### config.mk
export PLATFORM = sky130hd
export DESIGN_NAME = tag_init_sequencer
export DESIGN_NICKNAME = d
export VERILOG_FILES = /design/src/rtl/tag_init_sequencer.sv
export SDC_FILE = /design/constraint.sdc
export NUM_CORES = 1
export LEC_CHECK = 0
export ABC_AREA = 1
export CAP_MARGIN = 0
export CORE_UTILIZATION = 29
export CTS_BUF_LIST = sky130_fd_sc_hd__clkbuf_16
export CTS_CLUSTER_DIAMETER = 50
export DETAILED_ROUTE_END_ITERATION = 12
export PLACE_DENSITY = 0.81
export SYNTH_ARGS = -nofsm -noshare
export SYNTH_HDL_FRONTEND = slang
export SYNTH_SLANG_ARGS = --single-unit
### constraint.sdc
create_clock -name clk_i -period 2.65 [get_ports clk_i]
set_clock_uncertainty 0.15 [all_clocks]
set_input_delay 0.53 -clock clk_i [delete_from_list [all_inputs] [get_ports clk_i]]
set_output_delay 0.53 -clock clk_i [all_outputs]
set_load 0.02 [all_outputs]
### src/rtl/tag_init_sequencer.sv
// Tag-array initializer for bsg_cache_nb: clears every (way, set) with TAGST,
// then optionally reads each back with TAGLV and flags any valid/lock bit left set.
module tag_init_sequencer #(
  parameter int addr_width_p          = 32,
  parameter int word_width_p          = 32,
  parameter int src_id_width_p        = 4,
  parameter int ways_p                = 2,
  parameter int sets_p                = 4,
  parameter int block_size_in_words_p = 4,
  parameter int src_id_p              = 1,
  parameter int max_outstanding_p     = 4,
  parameter int verify_p              = 1,
  localparam int block_offset_width_lp = $clog2(word_width_p/8) + $clog2(block_size_in_words_p),
  localparam int lg_ways_lp            = (ways_p > 1) ? $clog2(ways_p) : 1,
  localparam int lg_sets_lp            = (sets_p > 1) ? $clog2(sets_p) : 1,
  localparam int mask_width_lp         = word_width_p/8,
  localparam int opcode_width_lp       = 6,
  localparam int bsg_cache_nb_pkt_width_lp =
    src_id_width_p + opcode_width_lp + addr_width_p + word_width_p + mask_width_lp
) (
  input  logic                                 clk_i,
  input  logic                                 reset_i,
  input  logic                                 start_i,
  output logic                                 busy_o,
  output logic                                 done_o,
  output logic                                 error_o,
  output logic                                 v_o,
  output logic [bsg_cache_nb_pkt_width_lp-1:0] cache_pkt_o,
  input  logic                                 yumi_i,
  input  logic                                 v_i,
  input  logic [word_width_p-1:0]              data_i,
  input  logic [src_id_width_p-1:0]            src_id_i,
  output logic                                 yumi_o
);

  localparam int cnt_width_lp = lg_ways_lp + lg_sets_lp;
  localparam int out_width_lp = $clog2(max_outstanding_p + 1);

  localparam logic [cnt_width_lp-1:0]    last_cnt_lp = cnt_width_lp'(ways_p*sets_p - 1);
  localparam logic [out_width_lp-1:0]    max_out_lp  = out_width_lp'(max_outstanding_p);
  localparam logic [src_id_width_p-1:0]  src_id_lp   = src_id_width_p'(src_id_p);
  localparam logic [opcode_width_lp-1:0] tagst_lp    = 6'b010000;
  localparam logic [opcode_width_lp-1:0] taglv_lp    = 6'b010010;

  typedef enum logic [2:0] {IDLE, ST, DRAIN_ST, LV, DRAIN_LV, FINISH} state_e;

  state_e                       r_state;
  state_e                       w_next_state;
  logic [cnt_width_lp-1:0]      r_cnt;
  logic [out_width_lp-1:0]      r_outstanding;
  logic [out_width_lp-1:0]      w_out_next;
  logic                         r_error;
  logic                         w_issue;
  logic                         w_resp;
  logic                         w_last;
  logic [opcode_width_lp-1:0]   w_opcode;
  logic [addr_width_p-1:0]      w_addr;
  logic [lg_ways_lp-1:0]        w_way;
  logic [lg_sets_lp-1:0]        w_set;
  logic                         w_unused_data;

  assign w_unused_data = ^data_i[word_width_p-1:2];

  assign yumi_o  = v_i;
  assign error_o = r_error;
  assign w_issue = v_o & yumi_i;
  assign w_resp  = v_i && (src_id_i == src_id_lp) && (r_outstanding != '0);
  assign w_last  = (r_cnt == last_cnt_lp);

  always_comb begin
    w_out_next = r_outstanding;
    case ({w_issue, w_resp})
      2'b10:   w_out_next = r_outstanding + 1'b1;
      2'b01:   w_out_next = r_outstanding - 1'b1;
      default: w_out_next = r_outstanding;
    endcase
  end

  always_ff @(posedge clk_i) begin
    if (reset_i) r_state <= IDLE;
    else         r_state <= w_next_state;
  end

  // Drain states wait on the post-update count so a final response and the
  // transition land in the same cycle.
  always_comb begin
    w_next_state = r_state;
    case (r_state)
      IDLE:     if (start_i) w_next_state = ST;
      ST:       if (w_issue && w_last) w_next_state = DRAIN_ST;
      DRAIN_ST: if (w_out_next == '0) w_next_state = (verify_p != 0) ? LV : FINISH;
      LV:       if (w_issue && w_last) w_next_state = DRAIN_LV;
      DRAIN_LV: if (w_out_next == '0) w_next_state = FINISH;
      FINISH:   w_next_state = IDLE;
      default:  w_next_state = IDLE;
    endcase
  end

  always_comb begin
    busy_o   = (r_state != IDLE);
    done_o   = (r_state == FINISH);
    v_o      = ((r_state == ST) || (r_state == LV)) && (r_outstanding < max_out_lp);
    w_opcode = (r_state == LV) ? taglv_lp : tagst_lp;
  end

  always_ff @(posedge clk_i) begin
    if (reset_i) begin
      r_cnt         <= '0;
      r_outstanding <= '0;
      r_error       <= 1'b0;
    end else begin
      r_outstanding <= w_out_next;
      if ((r_state == IDLE) && start_i) begin
        r_cnt   <= '0;
        r_error <= 1'b0;
      end else if (w_issue) begin
        r_cnt <= w_last ? '0 : r_cnt + 1'b1;
      end
      if (((r_state == LV) || (r_state == DRAIN_LV)) && w_resp && (data_i[1:0] != 2'b00))
        r_error <= 1'b1;
    end
  end

  assign w_way = r_cnt[cnt_width_lp-1 -: lg_ways_lp];
  assign w_set = r_cnt[lg_sets_lp-1:0];

  always_comb begin
    w_addr = '0;
    w_addr[block_offset_width_lp +: lg_sets_lp]              = w_set;
    w_addr[block_offset_width_lp + lg_sets_lp +: lg_ways_lp] = w_way;
  end

  assign cache_pkt_o = {src_id_lp, w_opcode, w_addr, {word_width_p{1'b0}}, {mask_width_lp{1'b0}}};

endmodule
==> results.cfg <==
[setup_path]
crit_path_start = src_id_i[3]
worstSetupEndpoint = r_state[1]$_SDFFE_PP0P_
rrSetupSlack_ns = 0.39
crit_required_ns = 2.63
startpoint_type = input port
critPathKind = in -> reg
r2r-end = r_state[1]$_SDFFE_PP0P_
timing.rr.start = r_outstanding[2]$_SDFF_PP0_
critPathCaptureType = register
crit_fanout = 3
critical_path_arrival_ns = 2.49
ff2ff_path_depth = 15

[cts]
cts-root-buf = clkbuf_16
cts_buffer_depth = 2
cts_buffers = 3
htree_levels = 1
path_clk_slew_ns = 0.04
tritoncts = done
clock_latency_ns = 0.24
post_cts_resized = 0
cts_sinks = 10
ctsHoldBuffers = 0
postCtsSetupBuffers = 0

[routing]
top_layer = met4
vias_per_cell = 3.542
firstDrtPassIters = 4
drc_errors = 0
wl_met2_um = 890
via_count = 843
totalWireLength_um = 1795
post_drt_wl_per_cell_um = 7.542
drtIter0Drc = 11
met1_length_um = 677
drtAntennaViolNets = 0
wl_met3_um = 177

[power]
peakVddDrop_mv = 0.3136
cellLeakagePower_nw = 0.6775
power_density_nw_per_um2 = 735.5

[cells_and_area]
final_cell_area_um2 = 1266
drive_gt1_share_pct = 14.21
instances_no_fill = 238
syn_to_final_growth_pct = 5.747
fin_nets = 237
antenna_cells = 0

[floorplanning]
dieWidth_um = 66.26
start_util_pct = 31.52
core_um2 = 3799
num_rows = 22
io_pins = 124
dieArea_um2 = 4390
die_h_um = 66.26

[synth]
yosysTopAreaCell = buf_4
synth_edf_count = 0
synth_cell_types = 22
syn_inst = 169
synth_area_um2 = 1197
synth_top_cell_area_share_pct = 47.02
ys_seq_area_share_pct = 16.72
async_flop_share_pct = 0
synthMostInstantiatedCell = buf_4
synthFlopType = dfxtp_1
yosysWarningCount = 0
avgSynthCellArea_um2 = 7.085
synth_commonest_cells = buf_4 (75), nand2_1 (19), inv_1 (13)
synth-seq-cells = 10
synthTopCellsByArea = buf_4 (47%), dfxtp_1 (17%), nand2_1 (6.0%)

[sta]
hold_viol_final = 0
fin_crit_ns = 2.513
max_freq_mhz = 397.9
fin_setup_tns_ns = 0
fin_crit_sh_pct = 94.84
timing.final.ws_setup_ns = 0.1366
drv_slew = 0
setup_viol = 0

[worst_hold_path]
hold_class = reg -> reg

[global_routing]
grt_use_total_pct = 8.023
grt_first_pass_wirelength_um = 2463
grt_max_degree = 7
grt_pass1_vias = 582
grt_overflow = 0
antenna_found_initial = 0

[placed_design]
dpl.hpwl_um = 1505
pre_cts_ws_ns = -0.2159
port_buffers = 19
globalplace.congestion = 0.7529
dpl.cell_count = 235
place_area_um2 = 1170

[status]
run_status = complete, no violations

[flow_run]
drv_cap = 0
-- worst min path at each step --
stage	from	endpoint	slack, ns	cells past startpoint
2_1_floorplan	r_outstanding[0]$_SDFF_PP0_	r_outstanding[0]$_SDFF_PP0_	0.33	2
3_3_place_gp	error_o$_SDFFE_PP0P_	error_o$_SDFFE_PP0P_	0.31	2
3_5_place_dp	error_o$_SDFFE_PP0P_	error_o$_SDFFE_PP0P_	0.32	2
4_1_cts	error_o$_SDFFE_PP0P_	error_o$_SDFFE_PP0P_	0.34	2
5_1_grt	error_o$_SDFFE_PP0P_	error_o$_SDFFE_PP0P_	0.36	2
6_report	error_o$_SDFFE_PP0P_	error_o$_SDFFE_PP0P_	0.33	2
-- layout by cell type (no fill, tap or decap), drive strengths merged, types with 3 or more instances in the layout --
master | synthesis | layout
a21oi | 9 | 9
clkbuf | 0 | 3
clkdlybuf4s50 | 0 | 18
conb | 2 | 74
dfxtp | 10 | 10
ha | 3 | 3
inv | 19 | 19
nand2 | 26 | 26
nand3 | 5 | 5
nor2 | 9 | 9
o21ai | 4 | 4
-- where the power goes --
group / internal [W] / switching (W)
Combinational: 0.000156 / 0.000313
Clock: 0.000195 / 0.0000665
Sequential: 0.000176 / 0.0000245
Total: 0.000527 / 0.000404
-- through the flow --
stage               utilization (%)  power [W]  hold slack [ns]
floorplan                         -  0.0006312           0.3334
global placement              30.80  0.0006587           0.3149
detailed placement            30.80  0.0006621           0.3212
CTS                           32.77  0.0009321           0.3369
global route                  33.33   0.001001           0.3562
finish                        33.33  0.0009313           0.3269
-- final cells by class --
| cell class | instances | area (um^2) |
|---|---|---|
| multi-input combinational | 137 | 651.9 |
| fill | 417 | 2532 |
| sequential | 10 | 200.2 |
| tap | 48 | 60.06 |
| inverter | 19 | 71.32 |
| timing repair buffer | 21 | 207.7 |
| clock buffer | 3 | 75.07 |
-- flip-flops by register name, summed over array words and instances, names as in the netlist --
signal / cells
r_cnt: 3
r_outstanding: 3
r_state: 3
error_o: 1
-- per-layer routing --
metal	vias to the layer above	track usage, %
met3	5	3.621
met4	0	6.383
li1	417	-
met2	54	13.01
met5	-	0
met1	367	7.857
-- logic make-up after synthesis --
logic type | share of synthesized area (%)
fa+ha+maj | 4.807
flops | 16.72
other cells | 0.6272
buf+inv | 52.98
simple gates | 17.87
compound gates | 7.001
-- worst max-delay path, cell delays in order --
cell and delay, ns:
clkdlybuf4s50_1 0.40, nor2_1 0.10, nand4_1 0.11, inv_2 0.10
ha_4 0.13, inv_2 0.04, fa_1 0.40, nand2_1 0.10
nand3_1 0.10, nand2_2 0.08, nand3_2 0.09, nand2_2 0.09
nand2_2 0.06, nor2_1 0.10, nor2_1 0.05
No activity file was read; power rests on OpenSTA's default activity.
